### config.mk
export PLATFORM = sky130hd
export DESIGN_NAME = sid_write_scheduler
export DESIGN_NICKNAME = d
export VERILOG_FILES = /design/src/rtl/sid_pkg.sv /design/src/rtl/sid_rr_picker.sv /design/src/rtl/sid_write_scheduler.sv
export SDC_FILE = /design/constraint.sdc
export NUM_CORES = 1
export LEC_CHECK = 0
export ABC_AREA = 1
export BUFFER_PORTS_ARGS = -buffer_cell sky130_fd_sc_hd__clkbuf_2
export CAP_MARGIN = 20
export CORE_MARGIN = 5
export CORE_UTILIZATION = 30
export DETAILED_ROUTE_END_ITERATION = 12
export HOLD_SLACK_MARGIN = 0.1
export PLACE_DENSITY_LB_ADDON = 0.1
export SYNTH_ARGS = -nofsm -noshare
export SYNTH_HDL_FRONTEND = slang
export SYNTH_HIERARCHICAL = 1
export SYNTH_SLANG_ARGS = --single-unit
### constraint.sdc
create_clock -name clk_i -period 9.76 [get_ports clk_i]
set_input_delay 0.488 -clock clk_i [delete_from_list [all_inputs] [get_ports clk_i]]
set_output_delay 0.488 -clock clk_i [all_outputs]
set_load 0.03 [all_outputs]
### src/rtl/sid_pkg.sv
`default_nettype none
// ============================================================================
// Module      : sid_pkg
// Description : Shared constants, scheduler state encoding and a small
//               wrap-around index helper for the SID write scheduler.
// Contents    : SID_NUM_REGS, SID_ADDR_BITS, SID_RESET_CYCLES,
//               sid_state_e, sid_wrap()
// Revision    : 1.0 - initial release
// ============================================================================
package sid_pkg;

    localparam int SID_NUM_REGS     = 25;
    localparam int SID_ADDR_BITS    = 5;
    localparam int SID_RESET_CYCLES = 10;

    typedef enum logic [2:0] {
        ST_RESET     = 3'd0,
        ST_IDLE      = 3'd1,
        ST_FETCH     = 3'd2,
        ST_LOAD      = 3'd3,
        ST_WAIT_RISE = 3'd4,
        ST_STROBE    = 3'd5
    } sid_state_e;

    // (base + offset) mod n; n is always an elaboration-time constant.
    function automatic int sid_wrap(input int base, input int offset, input int n);
        return (base + offset) % n;
    endfunction

endpackage : sid_pkg
`default_nettype wire

### src/rtl/sid_rr_picker.sv
`default_nettype none
// ============================================================================
// Module      : sid_rr_picker
// Description : Combinational round-robin first-set search over the dirty
//               vector, starting one past the last register written and
//               wrapping from NUM_REGS-1 to 0.
// Ports       : dirty_i  - per-register dirty flags
//               last_i   - address of the most recently written register
//               pick_o   - first dirty register at or after last_i+1
//               any_o    - at least one register is dirty
// Revision    : 1.0 - initial release
// ============================================================================
module sid_rr_picker
    import sid_pkg::*;
#(
    parameter int NUM_REGS  = SID_NUM_REGS,
    parameter int ADDR_BITS = SID_ADDR_BITS
) (
    input  logic [NUM_REGS-1:0]  dirty_i,
    input  logic [ADDR_BITS-1:0] last_i,
    output logic [ADDR_BITS-1:0] pick_o,
    output logic                 any_o
);

    logic [ADDR_BITS-1:0] w_idx;

    // Offsets 1..NUM_REGS visit every register once; last_i itself is
    // checked last, so a lone re-dirtied register is still found.
    always_comb begin
        pick_o = '0;
        any_o  = 1'b0;
        w_idx  = '0;
        for (int i = 1; i <= NUM_REGS; i++) begin
            w_idx = ADDR_BITS'(sid_wrap(int'(last_i), i, NUM_REGS));
            if (!any_o && dirty_i[w_idx]) begin
                any_o  = 1'b1;
                pick_o = w_idx;
            end
        end
    end

endmodule : sid_rr_picker
`default_nettype wire

### src/rtl/sid_write_scheduler.sv
`default_nettype none
// ============================================================================
// Module      : sid_write_scheduler
// Description : Replays changed SID shadow registers onto the SID bus, one
//               write per sid_clk period in round-robin order, and owns the
//               SID power-on reset sequence.
// Ports       : clk_i      - system clock (20 MHz)
//               rst_ni     - synchronous active-low reset
//               sid_clk_i  - 1 MHz SID clock level, synchronous to clk_i
//               wr_stb_i   - shadow RAM written at wr_addr_i this cycle
//               wr_addr_i  - address written
//               flush_i    - mark every register dirty
//               rd_addr_o  - shadow RAM read address
//               ram_out_i  - shadow RAM read data (1 clk latency)
//               sid_addr_o - SID bus address
//               sid_data_o - SID bus data
//               sid_cs_o   - SID chip select, active-low
//               sid_rw_o   - SID read/write, 0 = write
//               sid_rst_o  - SID reset, active-low
//               busy_o     - reset sequence running or work outstanding
//               overrun_o  - sticky: a write coalesced into a dirty register
// Revision    : 1.0 - initial release
// ============================================================================
module sid_write_scheduler
    import sid_pkg::*;
#(
    parameter int NUM_REGS     = SID_NUM_REGS,
    parameter int ADDR_BITS    = SID_ADDR_BITS,
    parameter int RESET_CYCLES = SID_RESET_CYCLES
) (
    input  logic                 clk_i,
    input  logic                 rst_ni,
    input  logic                 sid_clk_i,
    input  logic                 wr_stb_i,
    input  logic [ADDR_BITS-1:0] wr_addr_i,
    input  logic                 flush_i,
    output logic [ADDR_BITS-1:0] rd_addr_o,
    input  logic [7:0]           ram_out_i,
    output logic [ADDR_BITS-1:0] sid_addr_o,
    output logic [7:0]           sid_data_o,
    output logic                 sid_cs_o,
    output logic                 sid_rw_o,
    output logic                 sid_rst_o,
    output logic                 busy_o,
    output logic                 overrun_o
);

    localparam int CNT_W = $clog2(RESET_CYCLES + 1);

    sid_state_e           state_q, state_d;
    logic                 sid_clk_q;
    logic [CNT_W-1:0]     cnt_q, cnt_d;
    logic [NUM_REGS-1:0]  dirty_q, dirty_d;
    logic [ADDR_BITS-1:0] last_q, last_d;
    logic [ADDR_BITS-1:0] rd_addr_q, rd_addr_d;
    logic [ADDR_BITS-1:0] sid_addr_q, sid_addr_d;
    logic [7:0]           sid_data_q, sid_data_d;
    logic                 cs_q, cs_d;
    logic                 rw_q, rw_d;
    logic                 sid_rst_q, sid_rst_d;
    logic                 busy_q;
    logic                 overrun_q, overrun_d;

    logic                 w_rise;
    logic                 w_fall;
    logic                 w_wr_valid;
    logic                 w_clr;
    logic [ADDR_BITS-1:0] w_pick;
    logic                 w_any;

    // Edge detector is left out of reset so that a sid_clk already high at
    // reset release is not mistaken for a fresh rising edge.
    always_ff @(posedge clk_i) begin
        sid_clk_q <= sid_clk_i;
    end

    assign w_rise     = sid_clk_i & ~sid_clk_q;
    assign w_fall     = ~sid_clk_i & sid_clk_q;
    assign w_wr_valid = wr_stb_i && (wr_addr_i < ADDR_BITS'(NUM_REGS));

    sid_rr_picker #(
        .NUM_REGS  (NUM_REGS),
        .ADDR_BITS (ADDR_BITS)
    ) u_picker (
        .dirty_i (dirty_q),
        .last_i  (last_q),
        .pick_o  (w_pick),
        .any_o   (w_any)
    );

    // Sequencer: next state and registered bus outputs.
    always_comb begin
        state_d    = state_q;
        cnt_d      = cnt_q;
        last_d     = last_q;
        rd_addr_d  = rd_addr_q;
        sid_addr_d = sid_addr_q;
        sid_data_d = sid_data_q;
        cs_d       = cs_q;
        rw_d       = rw_q;
        sid_rst_d  = sid_rst_q;
        w_clr      = 1'b0;

        case (state_q)
            ST_RESET: begin
                sid_rst_d = 1'b0;
                if (w_rise) begin
                    if (cnt_q == CNT_W'(RESET_CYCLES - 1)) begin
                        state_d   = ST_IDLE;
                        sid_rst_d = 1'b1;
                        cnt_d     = '0;
                    end else begin
                        cnt_d = cnt_q + 1'b1;
                    end
                end
            end
            ST_IDLE: begin
                if (w_any) begin
                    state_d   = ST_FETCH;
                    rd_addr_d = w_pick;
                    w_clr     = 1'b1;
                end
            end
            ST_FETCH: begin
                // RAM read data for rd_addr is valid in the next cycle.
                state_d = ST_LOAD;
            end
            ST_LOAD: begin
                sid_addr_d = rd_addr_q;
                sid_data_d = ram_out_i;
                state_d    = ST_WAIT_RISE;
            end
            ST_WAIT_RISE: begin
                if (w_rise) begin
                    cs_d    = 1'b0;
                    rw_d    = 1'b0;
                    state_d = ST_STROBE;
                end
            end
            ST_STROBE: begin
                if (w_fall) begin
                    cs_d    = 1'b1;
                    rw_d    = 1'b1;
                    last_d  = sid_addr_q;
                    state_d = ST_IDLE;
                end
            end
            default: begin
                state_d = ST_RESET;
            end
        endcase
    end

    // Dirty tracking. Ordering makes a same-cycle set win over the clear of
    // the register being fetched, so a rewrite during its own fetch is kept.
    always_comb begin
        dirty_d = dirty_q;
        if (w_clr) begin
            dirty_d[w_pick] = 1'b0;
        end
        if (flush_i) begin
            dirty_d = '1;
        end
        if (w_wr_valid) begin
            dirty_d[wr_addr_i] = 1'b1;
        end
    end

    always_comb begin
        overrun_d = overrun_q;
        if (w_wr_valid && dirty_q[wr_addr_i]) begin
            overrun_d = 1'b1;
        end
    end

    always_ff @(posedge clk_i) begin
        if (!rst_ni) begin
            state_q    <= ST_RESET;
            cnt_q      <= '0;
            dirty_q    <= '0;
            last_q     <= ADDR_BITS'(NUM_REGS - 1);
            rd_addr_q  <= '0;
            sid_addr_q <= '0;
            sid_data_q <= '0;
            cs_q       <= 1'b1;
            rw_q       <= 1'b1;
            sid_rst_q  <= 1'b0;
            busy_q     <= 1'b1;
            overrun_q  <= 1'b0;
        end else begin
            state_q    <= state_d;
            cnt_q      <= cnt_d;
            dirty_q    <= dirty_d;
            last_q     <= last_d;
            rd_addr_q  <= rd_addr_d;
            sid_addr_q <= sid_addr_d;
            sid_data_q <= sid_data_d;
            cs_q       <= cs_d;
            rw_q       <= rw_d;
            sid_rst_q  <= sid_rst_d;
            busy_q     <= (state_q != ST_IDLE) || (|dirty_q);
            overrun_q  <= overrun_d;
        end
    end

    assign rd_addr_o  = rd_addr_q;
    assign sid_addr_o = sid_addr_q;
    assign sid_data_o = sid_data_q;
    assign sid_cs_o   = cs_q;
    assign sid_rw_o   = rw_q;
    assign sid_rst_o  = sid_rst_q;
    assign busy_o     = busy_q;
    assign overrun_o  = overrun_q;

endmodule : sid_write_scheduler
`default_nettype wire

==> results of run 1 <==
-- cell usage in the layout, fill, tap and decap left out, types with 25 or more instances in the layout --
cell	Yosys	routed
xor2_1	87	87
a21oi_1	120	120
dfxtp_1	60	59
nand2_1	894	894
o21ai_1	72	72
inv_1	366	366
o21ai_0	215	215
nor2_1	261	261
buf_4	13	49
clkbuf_2	0	40
ha_1	110	110
inv_2	46	46
o211ai_1	119	119
nand2_2	57	57
nand3_1	449	449
nand4_1	55	55
o22ai_1	25	25
-- power by group through the flow --
stage / Combinational [uW] / Clock (uW) / Sequential [uW]
floorplan: 232 / 0 / 289
global placement: 398 / 0 / 288
detailed placement: 398 / 0 / 288
CTS: 399 / 327 / 282
global route: 436 / 332 / 284
finish: 413 / 316 / 282
-- per-stage QoR --
step / utilization / instances / cell area (um^2)
CTS: 0.318 / 4105 / 19500
floorplan: - / 3364 / 18500
global route: 0.318 / 4105 / 19500
global placement: 0.313 / 4089 / 19200
detailed placement: 0.313 / 4089 / 19200
finish: 0.318 / 4105 / 19500
-- area by class of cell --
cell class | instances | area (um^2) | share of cell area
Multi-Input combinational cell | 2726 | 14900 | 0.762
Inverter | 424 | 1600 | 0.0821
Sequential cell | 60 | 1200 | 0.0618
Tap cell | 790 | 988 | 0.0507
Timing Repair Buffer | 89 | 568 | 0.0291
Clock buffer | 11 | 233 | 0.0119
Clock inverter | 5 | 52.6 | 0.00269
-- worst max-delay path: cells and delay by family, from the launching register on --
family                   cells  cell delay [ns]
flip-flops                   1             0.55
AO/OA/AOI/OAI                2             0.39
AND/OR/NAND/NOR             38             5.78
buffers and inverters        5             0.42
adder cells (fa/ha/maj)      2             1.00
-- worst max path at each step --
stage               cells past startpoint                     end                    from
floorplan                              53  dirty_q[11]$_SDFF_PN0_  last_q[0]$_SDFFE_PN0P_
global placement                       47  dirty_q[11]$_SDFF_PN0_  last_q[3]$_SDFFE_PN1P_
detailed placement                     47  dirty_q[11]$_SDFF_PN0_  last_q[3]$_SDFFE_PN1P_
CTS                                    47  dirty_q[11]$_SDFF_PN0_  last_q[3]$_SDFFE_PN1P_
global route                           47  dirty_q[22]$_SDFF_PN0_  last_q[3]$_SDFFE_PN1P_
finish                                 47  dirty_q[18]$_SDFF_PN0_  last_q[3]$_SDFFE_PN1P_
-- sequential cells by signal, summed over array words and instances (netlist names) --
register    count
dirty_q        25
sid_data_o      8
last_q          5
rd_addr_o       5
sid_addr_o      5
cnt_q           4
state_q         3
busy_o          1
overrun_o       1
sid_clk_q       1
sid_rst_o       1
sid_rw_o        1
-- layer usage --
layer  up-vias  routed length (um)  GRT usage
li1      11133                   -          -
met1     10756               39400      0.353
met2      1086               41200      0.432
met3       215                7280     0.0290
met4         0                6130      0.144
met5         -                   0          0
-- kinds of logic after synthesis --
logic type	after synthesis	synth area share
and+or+nand+nor	1850	0.458
AOI/OAI and AO/OA	663	0.216
buffers and inverters	578	0.132
adders and majority gates	110	0.0744
xor gates and xnor gates	103	0.0544
DFF	60	0.0649
==> metrics.md, run 1 <==
| Metric | Value |
|---|---|
| Seq/Total Area, Yosys | `0.0649` |
| Worst hold path stage count | `1` |
| Slew headroom | `0.307` |
| Nets | `3438` |
| First-pass GRT wire length | `138 mm` |
| Worst skew pair latency | `0.35 ns` |
| Syn Nets | `3492` |
| PwrDens | `51.9 nW/um^2` |
| Crit path largest cell delay | `0.74 ns` |
| Setup TNS Final | `0 ns` |
| # fillers | `6959` |
| Initial antenna violation count | `0` |
| PortBufs | `40` |
| Post-DR wirelength/cell | `22.9 um` |
| RD Place Congestion | `0.988` |
| Most instantiated library cell after synthesis | `nand2_1` |
| Sw Share | `0.448` |
| Final max-slew violation count | `0` |
| Async SR Flop Fraction | `0` |
| Top FF cell, synth | `dfxtp_1` |
| Vias | `23190` |
| CTS Sinks | `60` |
| Area fraction of the dominant cell type after synthesis | `0.181` |
| Cell row count | `91` |
| CP max-delay cell | `ha_1` |
| R2R depth | `47` |
| GRT Total Usage | `0.268` |
| CTS resizes | `0` |
| Hold Path End | `sid_clk_q$_DFF_P_` |
| Crit. End Element | `register` |
| Critical path start-end classification | `register to register` |
| Post-CTS Setup Inserts | `0` |
| Post-Syn Area per Cell | `5.50 um^2` |
| Vias in the first global route | `21220` |
| P&R area growth vs syn | `5.42%` |
| Final WS setup | `1.51 ns` |
| Remaining DRCs | `0` |
| N_diodes | `0` |
| # setup viols final | `0` |
| Crit-path max FO | `14` |
| Max_cap viols | `0` |
| Post-Syn Instances | `3364` |
| DIE HEIGHT | `258 um` |
| Reg2reg end | `dirty_q[18]$_SDFF_PN0_` |
| Clk_skew | `0.0131 ns` |
| Pre-CTS setup slack | `1.65 ns` |
| Routed Antenna Nets | `0` |
| Cell taking the most area after synthesis | `nand2_1` |
| Clock Tree Buf Depth | `2` |
| Post-synth top cells | `nand2_1 (894), nand3_1 (449), inv_1 (366)` |
| H-tree Lvls | `3` |
| Clk slew on worst S/H paths | `0.06 ns` |
| Initial core utilization | `0.301` |
| Post-Syn Area | `18500 um^2` |
| Detailed Place HPWL | `70.2 mm` |
| Final hold vios | `0` |
| Die Area | `66700 um^2` |
| Final WL | `93.9 mm` |
| Routed vias/inst | `5.65` |
| Hold buffers post-CTS | `0` |
| Logic gate share of total power | `0.408` |
| Startpoint Class | `register` |
| Buffer type at the clock tree root | `clkbuf_16` |
| Share of cells above drive strength 1 | `0.0980` |
| Unique cell type count in the Yosys netlist | `68` |
| Req. time, crit path | `10.00 ns` |
| Ys Warns | `6` |
| Die X | `258 um` |
| Min-delay src | `sid_clk_i` |
| Status | `completed` |
| Worst-margin pin slew | `1.03 ns` |
| Tot Pwr | `1010 uW` |
| Maximum vdd drop | `101 uV` |
| Largest net degree at the start of global routing | `55` |
| Worst flop-to-flop path startpoint | `last_q[3]$_SDFFE_PN1P_` |
| Unrepaired setup endpoints after global routing | `no` |
| Tightest Hold Check Type | `primary input to register` |
| Sw power | `453 uW` |
| FMAX | `121 MHz` |
| Crit path time final | `8.25 ns` |
| CTS buffer count | `9` |
| # IOs | `41` |
| Number of synthesized flops with an enable pin | `0` |
| Core Area | `61400 um^2` |
| Synth Register Bits | `60` |
| Drt pass-1 iters | `11` |
| Crit path DAT | `8.49 ns` |
| Gr ovfl total | `0` |
| CTS tree | `built` |
| Static Leak | `0.00935 uW` |
| Worst R2R Setup Slack | `1.51 ns` |
| Sequential Power Share | `0.279` |
| Hold slack | `0.308 ns` |
| Tcrit/Tclk final | `0.845` |
| Initial drt markers | `2847` |
| Area contributors post-synth | `nand2_1 (18%), nand3_1 (12%), ha_1 (7.4%)` |
| Cell Int Power | `559 uW` |
| Clk pwr share | `0.313` |
(Power assumes the default switching activity.)
==> run 2: changes to the inputs <==
==> constraint.sdc (replaced) <==
create_clock -name clk_i -period 6.8 [get_ports clk_i]
set_input_delay 0.34 -clock clk_i [delete_from_list [all_inputs] [get_ports clk_i]]
set_output_delay 0.34 -clock clk_i [all_outputs]
set_load 0.03 [all_outputs]
==> metrics.md, run 2 (synthesis results as in run 1) <==
| Metric | Value |
|---|---|
| Status | `completed` |
| Setup TNS Final | `0 ns (unchanged)` |
| Worst flop-to-flop path startpoint | `last_q[0]$_SDFFE_PN0P_` |
| Clock Tree Buf Depth | `2 (unchanged)` |
| Buffer type at the clock tree root | `clkbuf_16` |
| CTS buffer count | `9 (unchanged)` |
| Logic gate share of total power | `0.418 (+0.010)` |
| Tightest Hold Check Type | `primary input to register` |
| Final hold vios | `0 (unchanged)` |
| Critical Path Most Common Cell | `nand3_1` |
| Clk slew on worst S/H paths | `0.06 ns (about the same)` |
| Clk pwr share | `0.328 (+0.015)` |
| P&R area growth vs syn | `18.0%` |
| Crit. End Element | `register` |
| Detailed Place HPWL | `74.9 mm (+6.7%)` |
| GRT Total Usage | `0.281 (+0.0124)` |
| Final max-slew violation count | `0 (unchanged)` |
| Hold buffers post-CTS | `0 (unchanged)` |
| Commonest non-fill, non-tap cell in the layout | `nand2_1` |
| Nets | `3628 (+5.5%)` |
| Remaining DRCs | `0 (unchanged)` |
| Util after Layout | `0.356 (+0.0379)` |
| Core Area | `61400 um^2 (unchanged)` |
| Die Area | `66700 um^2 (unchanged)` |
| H-tree Lvls | `3 (unchanged)` |
| Initial antenna violation count | `1 (+1)` |
| Crit path largest cell delay | `0.41 ns (-0.33 ns)` |
| Share of cells above drive strength 1 | `0.178 (+0.0803)` |
| DIE HEIGHT | `258 um (unchanged)` |
| CTS Sinks | `60 (unchanged)` |
| Tcrit/Tclk final | `0.956 (+0.111)` |
| Min-delay src | `sid_clk_i` |
| Vias in the first global route | `22057 (+3.9%)` |
| Worst skew pair latency | `0.35 ns (about the same)` |
| Crit path DAT | `6.75 ns (-1.74 ns)` |
| Routed vias/inst | `5.69 (+0.77%)` |
| Reg with most FFs | `dirty_q` |
| Startpoint Class | `register` |
| Slew headroom | `0.245 (-0.0618)` |
| Post-DR wirelength/cell | `23.2 um (+1.6%)` |
| Reg2reg end | `dirty_q[10]$_SDFF_PN0_` |
| Gr ovfl total | `0 (unchanged)` |
| Worst hold path stage count | `1 (unchanged)` |
| # setup viols final | `0 (unchanged)` |
| Routed Antenna Nets | `0 (unchanged)` |
| Most frequent cells in the layout | `nand2_1 (866), nand3_1 (431), inv_1 (354), nor2_1 (248), buf_4 (223)` |
| RD Place Congestion | `1.01 (+2.4%)` |
| Vias | `24456 (+5.5%)` |
| Cell row count | `91 (unchanged)` |
| Cell Int Power | `879 uW (+57%)` |
| Sequential Power Share | `0.254 (-0.025)` |
| Initial drt markers | `2723 (-4.4%)` |
| Crit path time final | `6.50 ns (-1.75 ns)` |
| Number of flip-flops in the largest register | `25 (unchanged)` |
| Static Leak | `0.0104 uW (+12%)` |
| Sw power | `694 uW (+53%)` |
| R2R depth | `45 (-4.3%)` |
| Worst-margin pin slew | `1.12 ns (+0.0955 ns)` |
| Critical path start-end classification | `register to register` |
| Hold slack | `0.166 ns (-0.142 ns)` |
| Tot Pwr | `1570 uW (+56%)` |
| Req. time, crit path | `7.05 ns (-2.95 ns)` |
| Clk_skew | `0.0114 ns (-0.00170 ns)` |
| FMAX | `154 MHz (+27%)` |
| Unrepaired setup endpoints after global routing | `yes` |
| Max_cap viols | `0 (unchanged)` |
| PwrDens | `72.1 nW/um^2 (+39%)` |
| Final WL | `99.8 mm (+6.3%)` |
| PortBufs | `40 (unchanged)` |
| # fillers | `6712 (-3.5%)` |
| First-pass GRT wire length | `143 mm (+3.8%)` |
| Maximum vdd drop | `283 uV (+180%)` |
| CP max-delay cell | `dfxtp_4` |
| Worst R2R Setup Slack | `0.30 ns (-1.21 ns)` |
| # IOs | `41 (unchanged)` |
| Largest net degree at the start of global routing | `49 (-11%)` |
| Hold Path End | `sid_clk_q$_DFF_P_` |
| Drt pass-1 iters | `6 (-5)` |
| Initial core utilization | `0.301 (unchanged)` |
| Die X | `258 um (unchanged)` |
| CTS tree | `built` |
| Crit-path max FO | `11 (-3)` |
| Sw Share | `0.441 (-0.00667)` |
[run 2: per-layer routing]
metal  wire, um  vias to the layer above  global-route usage
met2      43500                     1331               0.446
li1           -                    11518                   -
met3       9240                      277              0.0440
met4       6420                        0               0.142
met1      40700                    11330               0.369
met5          0                        -                   0
[run 2: timing repair]
action | CTS | global route
gates resized for setup | 6 | 157
pin swaps | 0 | 33
gates cloned | 0 | 6
endpoints found under the setup margin | 14 | 33
buffers inserted | 0 | 27
[run 2: through the flow]
stage          instances  setup WS (ns)  area [um^2]
4_1_cts             4262         0.0153        20900
2_1_floorplan       3364         -0.150        18700
5_1_grt             4295        -0.0636        21800
3_5_place_dp        4246         -0.102        20500
6_report            4296          0.301        21800
3_3_place_gp        4246         -0.159        20500
[run 2: worst max-delay path, delay by kind of cell (launching register included)]
family | cells | cell delay [ns]
AOI/OAI and AO/OA | 2 | 0.22
xor gates and xnor gates | 2 | 0.37
buffers and inverters | 8 | 0.93
and+or+nand+nor | 30 | 3.86
DFF | 1 | 0.41
adders and majority gates | 3 | 0.57
[run 2: final cells by class]
class / count / area [um^2] / area share
multi-input cells: 2731 / 15700 / 0.717
repair buffers: 274 / 2010 / 0.0922
inverters: 424 / 1620 / 0.0744
flip-flops and latches: 60 / 1210 / 0.0557
well taps: 790 / 988 / 0.0453
clock buffers: 11 / 243 / 0.0111
clock inverters: 5 / 83.8 / 0.00384
diodes: 1 / 2.50 / 0.000115
[run 2: power groups by stage]
stage	clock, uW	combinational (uW)	sequential [uW]
floorplan	0	336	415
global placement	0	615	409
detailed placement	0	614	409
CTS	528	617	401
global route	544	688	402
finish	515	658	400
[run 2: how the worst max path moves through the flow]
stage | startpoint | slack [ns] | end | cells after the start
2_1_floorplan | last_q[0]$_SDFFE_PN0P_ | -0.15 | dirty_q[11]$_SDFF_PN0_ | 53
3_3_place_gp | last_q[0]$_SDFFE_PN0P_ | -0.16 | dirty_q[0]$_SDFF_PN0_ | 40
3_5_place_dp | last_q[2]$_SDFFE_PN0P_ | -0.10 | dirty_q[12]$_SDFF_PN0_ | 43
4_1_cts | last_q[2]$_SDFFE_PN0P_ | 0.02 | dirty_q[22]$_SDFF_PN0_ | 44
5_1_grt | last_q[2]$_SDFFE_PN0P_ | -0.06 | dirty_q[18]$_SDFF_PN0_ | 46
6_report | last_q[0]$_SDFFE_PN0P_ | 0.30 | dirty_q[10]$_SDFF_PN0_ | 45
